**src/rtl/tile_line_fetcher.sv**
```systemverilog
// Background tile fetcher: once per scanline walks one tilemap row
// through external map/pattern ROMs and emits flipped tile-row words.
module tile_line_fetcher #(
  parameter int TILE_W   = 16,
  parameter int TILE_H   = 16,
  parameter int BPP      = 16,
  parameter int COLS     = 40,
  parameter int ROWS     = 30,
  parameter int MAPS     = 4,
  parameter int ID_W     = 8,
  parameter int V_ACTIVE = 480,
  parameter int V_TOTAL  = 525,
  localparam int MAP_AW  = $clog2(MAPS*COLS*ROWS),
  localparam int FY_W    = $clog2(TILE_H),
  localparam int PAT_AW  = ID_W + FY_W,
  localparam int PIX_H   = ROWS*TILE_H,
  localparam int SEL_W   = (MAPS > 1) ? $clog2(MAPS) : 1,
  localparam int SY_W    = (PIX_H > 1) ? $clog2(PIX_H) : 1,
  localparam int COL_W   = (COLS > 1) ? $clog2(COLS) : 1,
  localparam int LW      = TILE_W*BPP
) (
  input  logic              clk,
  input  logic              reset,
  input  logic              line_start,
  input  logic [9:0]        vcount,
  input  logic [SEL_W-1:0]  map_sel,
  input  logic [SY_W-1:0]   scroll_y,
  output logic [MAP_AW-1:0] map_addr,
  input  logic [ID_W+1:0]   map_q,
  output logic [PAT_AW-1:0] pat_addr,
  input  logic [LW-1:0]     pat_q,
  output logic              out_valid,
  output logic [COL_W-1:0]  out_col,
  output logic [LW-1:0]     out_data,
  output logic              done
);

  localparam int YW = ((SY_W > 10) ? SY_W : 10) + 1;
  localparam logic [COL_W-1:0] LAST = COL_W'(COLS-1);

  typedef enum logic {IDLE, FETCH} state_e;

  state_e state_q, state_d;

  logic [MAP_AW-1:0] ma_q, ma_d;
  logic [COL_W-1:0]  c1_q, c1_d;
  logic              v1_q, v1_d;
  logic [FY_W-1:0]   fy_q, fy_d;
  logic [COL_W-1:0]  c2_q, c2_d;
  logic              v2_q, v2_d;
  logic [COL_W-1:0]  c3_q, c3_d;
  logic              v3_q, v3_d;
  logic              h3_q, h3_d;
  logic              ov_q, ov_d;
  logic [COL_W-1:0]  oc_q, oc_d;
  logic [LW-1:0]     od_q, od_d;

  logic              go;
  logic [9:0]        tgt;
  logic [YW-1:0]     y_sum;
  logic [YW-1:0]     y_w;
  logic [SEL_W-1:0]  sel_w;
  logic [MAP_AW-1:0] start_addr;
  logic [FY_W-1:0]   start_fy;
  logic [FY_W-1:0]   fy_eff;
  logic [LW-1:0]     rev;
  logic [LW-1:0]     flip;

  // Decide target line, wrapped source line and first map address
  always_comb begin
    go  = 1'b0;
    tgt = '0;
    unique case (1'b1)
      (vcount < 10'(V_ACTIVE-1)): begin
        go  = 1'b1;
        tgt = vcount + 10'd1;
      end
      (vcount == 10'(V_TOTAL-1)): begin
        go  = 1'b1;
        tgt = '0;
      end
      default: ;
    endcase
    y_sum = YW'(tgt) + YW'(scroll_y);
    if (y_sum >= YW'(PIX_H))
      y_w = y_sum - YW'(PIX_H);
    else
      y_w = y_sum;
    if (32'(map_sel) > 32'(MAPS-1))
      sel_w = SEL_W'(MAPS-1);
    else
      sel_w = map_sel;
    start_addr = MAP_AW'(sel_w) * MAP_AW'(COLS*ROWS)
               + MAP_AW'(y_w >> FY_W) * MAP_AW'(COLS);
    start_fy = y_w[FY_W-1:0];
  end

  // Pattern address from the map entry and the line's fine row
  always_comb begin
    fy_eff   = map_q[ID_W+1] ? ~fy_q : fy_q;
    pat_addr = v2_q ? {map_q[ID_W-1:0], fy_eff} : '0;
  end

  // Horizontal flip: reverse BPP-wide pixel groups
  always_comb begin
    rev = '0;
    for (int i = 0; i < TILE_W; i++)
      rev[i*BPP +: BPP] = pat_q[(TILE_W-1-i)*BPP +: BPP];
    flip = h3_q ? rev : pat_q;
  end

  // Line state: idle until a fetchable line_start, back after last column
  always_comb begin
    state_d = state_q;
    unique case (state_q)
      IDLE: begin
        if (line_start && go)
          state_d = FETCH;
      end
      FETCH: begin
        if (line_start)
          state_d = go ? FETCH : IDLE;
        else if (ov_q && oc_q == LAST)
          state_d = IDLE;
      end
      default: state_d = IDLE;
    endcase
  end

  // Pipeline next state; line_start flushes and restarts it
  always_comb begin
    ma_d = ma_q;
    c1_d = c1_q;
    fy_d = fy_q;
    v1_d = v1_q && (c1_q != LAST);
    if (v1_q && c1_q != LAST) begin
      ma_d = ma_q + MAP_AW'(1);
      c1_d = c1_q + COL_W'(1);
    end
    v2_d = v1_q;
    c2_d = c1_q;
    v3_d = v2_q;
    c3_d = c2_q;
    h3_d = v2_q ? map_q[ID_W] : 1'b0;
    ov_d = v3_q;
    oc_d = v3_q ? c3_q : oc_q;
    od_d = v3_q ? flip : od_q;
    if (line_start) begin
      v1_d = go;
      v2_d = 1'b0;
      v3_d = 1'b0;
      ov_d = 1'b0;
      if (go) begin
        ma_d = start_addr;
        c1_d = '0;
        fy_d = start_fy;
      end
    end
  end

  // State and pipeline registers
  always_ff @(posedge clk) begin
    if (reset) begin
      state_q <= IDLE;
      ma_q    <= '0;
      c1_q    <= '0;
      v1_q    <= 1'b0;
      fy_q    <= '0;
      c2_q    <= '0;
      v2_q    <= 1'b0;
      c3_q    <= '0;
      v3_q    <= 1'b0;
      h3_q    <= 1'b0;
      ov_q    <= 1'b0;
      oc_q    <= '0;
      od_q    <= '0;
    end else begin
      state_q <= state_d;
      ma_q    <= ma_d;
      c1_q    <= c1_d;
      v1_q    <= v1_d;
      fy_q    <= fy_d;
      c2_q    <= c2_d;
      v2_q    <= v2_d;
      c3_q    <= c3_d;
      v3_q    <= v3_d;
      h3_q    <= h3_d;
      ov_q    <= ov_d;
      oc_q    <= oc_d;
      od_q    <= od_d;
    end
  end

  assign map_addr  = ma_q;
  assign out_valid = ov_q;
  assign out_col   = oc_q;
  assign out_data  = od_q;
  assign done      = (state_q == IDLE);

endmodule
```
**config.mk**
```make
export PLATFORM = sky130hd
export DESIGN_NAME = tile_line_fetcher
export DESIGN_NICKNAME = d
export VERILOG_FILES = /design/src/rtl/tile_line_fetcher.sv
export SDC_FILE = /design/constraint.sdc
export NUM_CORES = 1
export LEC_CHECK = 0
export CAP_MARGIN = 20
export CORE_MARGIN = 5
export CORE_UTILIZATION = 30
export DETAILED_ROUTE_END_ITERATION = 10
export DONT_BUFFER_PORTS = 1
export GPL_TIMING_DRIVEN = 1
export SLEW_MARGIN = 20
export SYNTH_ARGS = -nofsm -noshare
export SYNTH_HDL_FRONTEND = slang
export SYNTH_SLANG_ARGS = --single-unit
```
**constraint.sdc**
```tcl
create_clock -name clk -period 15.6 [get_ports clk]
set_clock_uncertainty 0.1 [all_clocks]
set_input_delay 4.68 -clock clk [delete_from_list [all_inputs] [get_ports clk]]
set_output_delay 4.68 -clock clk [all_outputs]
set_load 0.02 [all_outputs]
```
==> out/summary.txt, run 1 <==
Status: finished clean
Worst slew margin: 0.278
Ys async rst share: 0
Post-Syn Instances: 1539
Critical Path Fanout Max: 6
Final Hold Viols: 0
Htree depth: 2
GPL Wtd Cong: 0.930
Final Slew Violations: 0
P_leak: 4.78 nW
Commonest cells post-synth: nor2_1 (310), dfxtp_1 (303), mux2i_1 (267)
DR pass1 iterations: 4
Total Wirelength: 44.3 mm
Post_cts resized: 0
Via count: 11.1k
Power per cell area: 117 nW/um^2
RSZ-0062 raised after global routing: false
ANT nets after route: 0
I/O Pins: 579
Crit Path Class: input port to flop
Clk_lat worst skew: 520 ps
Clock period minus worst slack: 10220 ps
Synthesized cell area: 14400 sq um
Design area: 15800 sq um
TritonCTS sink count: 303
Yosys top cell by area: dfxtp_1
CTS buffer count: 34
Share of the yosys chip area belonging to registers: 0.422
Final nets: 1785
Vias in the first global route: 11.0k
Max Clock Freq: 97.8 MHz
Worst Hold Class: flop to flop
DP HPWL: 33.0 mm
Avg WL per Cell: 21.2 um
Syn avg cell area: 9.34 sq um
Die area: 52400 sq um
CTS clk-pin slew, worst paths: 60 ps
Critical Path End Type: flop
Post-route insts no fill: 2091
Initial antenna violation count: 0
Hold_ws: 334 ps
WP data arrival: 10560 ps
Row cnt: 80
Post-synth cell types: 57
Dominant cells by area after synthesis: dfxtp_1 (42%), mux2i_1 (19%), a211oi_1 (14%), nor2_1 (8.1%), ha_1 (3.0%)
Synth top area share: 0.422
Slew @ Worst Pin: 1080 ps
Setup tns final: 0 ps
Gr ovfl total: 0
Cts hold-fix bufs: 0
Core area: 47500 sq um
Die Y: 229 um
EDFF count, synth: 0
Primary FF master, synth: dfxtp_1
Layout area overhead: 10.2%
Count leader, synth: nor2_1
Mapped Nets: 1867
Peak VDD IR: 0.0000719 V
DR iter-0 viols: 679
Die Wd: 229 um
Via density: 5.33
Ys Warns: 0
Clock root buffer: clkbuf_16
CTS tree: yes
Ant. Diodes: 0
Max clock buf depth: 3
Endpoints failing setup: 0
Largest net degree at the start of global routing: 295
Period utilisation layout: 0.655
Post-DP Area: 14700 sq um
Flops & latches, synth: 303
Buffers on Ports: 0
Pwr Total: 1.85 mW
Max Cap Viol: 0
Startpoint types: input port
Layout cell share with drive strength beyond 1: 0.0481
Starting Density: 0.302
Critical path required time: 15940 ps
First-pass GRT wire length: 67.1 mm
All-Layer GR Usage: 0.159
Inst Count DP: 2036
Post-CTS Setup Inserts: 0
Post-route DRC: 0
stage by stage:
step / setup WS [ps] / utilization
finish: 5380 / 0.333
global route: 4870 / 0.333
CTS: 5430 / 0.333
detailed placement: 4860 / 0.310
global placement: 5060 / 0.310
floorplan: 5500 / -
placed cells by master (no fill, tap or decap), types with 2 or more instances in the layout:
master / count
and2_1: 16
a21oi_1: 19
clkbuf_8: 7
o211ai_1: 3
dfxtp_4: 2
clkinv_2: 2
mux2i_1: 267
a211oi_1: 263
and3_1: 5
or2_2: 3
and3b_1: 2
inv_1: 25
dfxtp_1: 301
o21ai_2: 2
nand4_1: 7
fa_1: 3
clkbuf_16: 37
buf_4: 7
clkbuf_1: 8
nand2_1: 18
a41o_1: 3
nand3b_1: 2
o21a_1: 3
or3_1: 3
nor2b_1: 18
xnor2_1: 19
a221oi_1: 2
nor2_1: 310
nand3_1: 6
xor2_1: 20
o21ai_0: 11
nand2b_1: 2
a41oi_1: 2
a21o_1: 5
ha_1: 35
nor3_1: 11
sequential cells by signal (all words and copies together), names as in the netlist:
name,count
out_data,256
fy_q,4
c2_q,6
out_col,6
c1_q,6
v2_q,1
c3_q,6
state_q,1
map_addr,13
out_valid,1
v1_q,1
v3_q,1
h3_q,1
final timing paths:
path	start	endpoint	slack, ps	cells after the start
max	vcount[0]	map_addr[12]$_SDFF_PP0_	5380	27
min	c2_q[1]$_SDFF_PP0_	c3_q[1]$_SDFF_PP0_	330	1
max reg2reg	h3_q$_SDFF_PP0_	out_data[0]$_SDFFE_PP0P_	11960	4
min reg2reg	c2_q[1]$_SDFF_PP0_	c3_q[1]$_SDFF_PP0_	330	1
logic make-up after synthesis:
kind of cell	after synthesis	synth area share
multiplexers	269	0.188
buffers and inverters	152	0.0401
flip-flops	303	0.422
AND/OR/NAND/NOR	412	0.123
XOR/XNOR	39	0.0238
adder cells (fa/ha/maj)	38	0.0347
AO/OA/AOI/OAI	326	0.169
power breakdown:
| part | internal, mW | switching (mW) |
|---|---|---|
| clock network | 0.478 | 0.315 |
| registers | 0.786 | 0.0299 |
| logic | 0.110 | 0.129 |
| total | 1.37 | 0.474 |
area by class of cell:
class	count	area, sq um
Fill cell	4895	31700
Multi-Input combinational cell	1084	7730
Sequential cell	303	6070
Clock buffer	52	1050
Tap cell	615	769
Inverter	25	93.8
Timing Repair Buffer	9	83.8
Clock inverter	3	40.0
layer usage:
metal | part of all wire | global-route usage | vias up
met5 | 0 | 0 | -
met4 | 0.043 | 0.0710 | 0
met3 | 0.11 | 0.0720 | 103
met2 | 0.47 | 0.266 | 460
met1 | 0.37 | 0.173 | 5186
li1 | - | - | 5387
worst max-delay path, cell delays in order:
cell      delay (ps)
ha_1             210
and3_1           210
a41o_1           300
nor2_1           100
ha_1             160
inv_1             50
fa_1             410
nor2b_1          240
o21a_1           200
o21ai_0           90
a311oi_1         560
or2_2            260
o21bai_2          90
mux2_2           300
ha_1             310
inv_1             60
fa_1             450
inv_1             70
a21oi_1           60
o21ai_0          270
xor2_1           250
ha_1             290
nor3_1           210
nor2_1           100
and3b_1          190
mux2_4           260
a211oi_2         180
Power figures use the tool's default switching activity.
==> run 2: changes to the inputs <==
Clock period 15.6 ns to 8.5 ns, I/O delays scaled along.
==> run 2 against run 1 <==
  * Sequential power is 84% higher
  * Design area up 0.58%
  * Largest cell class unchanged
  * Routed wire length rose by 0.53%
  * Critical path type unchanged
==> out/summary.txt, run 2 (same netlist as run 1, synthesis figures left out) <==
Status: finished clean
Max clock buf depth: 3 (unchanged)
Post-route insts no fill: 2097 (+0.29%)
Initial antenna violation count: 0 (unchanged)
Core area: 47500 sq um (unchanged)
Layout area overhead: 10.9%
Setup tns final: 0 ps (unchanged)
I/O Pins: 579 (unchanged)
FILL cells: 4881 (-0.29%)
RSZ-0062 raised after global routing: false
Most frequent cells in the layout: nor2_1 (310), dfxtp_1 (301), mux2i_1 (267)
Worst Hold Class: flop to flop
Htree depth: 2 (unchanged)
DR pass1 iterations: 5 (+1)
Smallest setup slack after layout: 664 ps (-4710 ps)
Register area: 6070 sq um (unchanged)
Die Wd: 229 um (unchanged)
Commonest non-fill, non-tap cell in the layout: nor2_1
Max Clock Freq: 128 MHz
Avg WL per Cell: 21.3 um (+0.25%)
Multi-input logic area: 7730 sq um (unchanged)
Crit Path Class: input port to flop
Worst slew margin: 0.176 (-0.102)
Endpoints failing setup: 0 (unchanged)
First-pass GRT wire length: 66.8 mm (-0.37%)
WP data arrival: 8170 ps (-2390 ps)
Ant. Diodes: 0 (unchanged)
Critical path required time: 8840 ps (-7100 ps)
Via count: 11.0k (-1.6%)
GPL Wtd Cong: 0.927 (-0.25%)
Max reg flops: 256 (unchanged)
Final Slew Violations: 0 (unchanged)
CTS clk-pin slew, worst paths: 70 ps (about the same)
Slew @ Worst Pin: 1240 ps (+153 ps)
Buffers on Ports: 0 (unchanged)
ANT nets after route: 0 (unchanged)
Peak VDD IR: 0.000112 V (+56%)
Total Wirelength: 44.6 mm (+0.53%)
Final Hold Viols: 0 (unchanged)
Post-route DRC: 0 (unchanged)
Die area: 52400 sq um (unchanged)
Layout cell share with drive strength beyond 1: 0.0526 (+0.00453)
Clock period minus worst slack: 7840 ps
Inst Count DP: 2035 (-0.049%)
CTS tree: yes
Max Cap Viol: 0 (unchanged)
Vias in the first global route: 10.7k (-2.5%)
Via density: 5.23 (-1.8%)
Place WS: 191 ps (-4670 ps)
Row cnt: 80 (unchanged)
Critical Path End Type: flop
Clock root buffer: clkbuf_16
P_leak: 4.82 nW (+0.79%)
Final nets: 1784 (-0.056%)
Post_cts resized: 0 (unchanged)
Clk_lat worst skew: 530 ps (about the same)
DR iter-0 viols: 727 (+7.1%)
All-Layer GR Usage: 0.159 (+0.000423)
CTS buffer count: 34 (unchanged)
DP HPWL: 32.9 mm (-0.41%)
Cts hold-fix bufs: 0 (unchanged)
Post-CTS Setup Inserts: 0 (unchanged)
Die Y: 229 um (unchanged)
Power per cell area: 217 nW/um^2 (+86%)
Largest net degree at the start of global routing: 295 (unchanged)
Period utilisation layout: 0.922
TritonCTS sink count: 303 (unchanged)
Critical Path Fanout Max: 5 (-1)
Starting Density: 0.302 (unchanged)
Gr ovfl total: 0 (unchanged)
Startpoint types: input port
==> run 2: per-layer routing <==
layer  part of all wire  wire length [um]  up-vias  global-route usage
met1               0.38             16900     5053               0.172
met3               0.11              5000       70              0.0750
met2               0.47             21100      432               0.270
met5                  0                 0        -                   0
met4              0.036              1620        0              0.0637
li1                   -                 -     5407                   -
==> run 2: stage by stage <==
| step | total power [mW] | util | instance area [sq um] | hold slack (ps) |
|---|---|---|---|---|
| 5_1_grt | 3.64 | 0.335 | 15900 | 357 |
| 3_5_place_dp | 1.97 | 0.311 | 14800 | 320 |
| 6_report | 3.46 | 0.335 | 15900 | 333 |
| 4_1_cts | 3.51 | 0.335 | 15900 | 333 |
| 2_1_floorplan | 1.89 | - | 14400 | 314 |
| 3_3_place_gp | 1.96 | 0.311 | 14800 | 319 |
==> run 2: layout make-up <==
class                   instances  area share
clock buffers                  50      0.0628
clock inverters                12     0.00989
inverters                      25     0.00589
multi-input cells            1084       0.485
flip-flops and latches        303       0.381
well taps                     615      0.0483
repair buffers                  8     0.00691
==> run 2: worst max-delay path: stages <==
cell      delay [ps]
ha_1             210
and3_1           220
a41o_1           310
nor2_1           110
ha_1             170
inv_1             50
fa_1             400
nor2b_1          240
o21a_1           200
o211a_1          150
a311oi_1          50
or2_2            350
o21bai_2         180
mux2_2           370
ha_1             310
inv_1             60
fa_1             450
inv_1             70
a21oi_1           60
o21ai_0          250
xor2_1           240
ha_1             300
nor3_1           170
nor2_1            80
and3b_1          180
mux2_4           250
a211oi_2         170
==> run 2: final timing paths <==
path                      startpoint  slack (ps)                         to  cells past startpoint
setup / recovery           vcount[0]         660    map_addr[12]$_SDFF_PP0_                     27
hold / removal    c2_q[3]$_SDFF_PP0_         330         c3_q[3]$_SDFF_PP0_                      1
setup reg to reg     v3_q$_SDFF_PP0_        5990  out_data[81]$_SDFFE_PP0P_                      3
hold reg to reg   c2_q[3]$_SDFF_PP0_         330         c3_q[3]$_SDFF_PP0_                      1
==> run 2: power by group <==
part	internal [mW]	leakage, nW	switching, mW
clock	0.914	0.574	0.609
sequential	1.44	2.45	0.0540
combinational	0.204	1.80	0.238
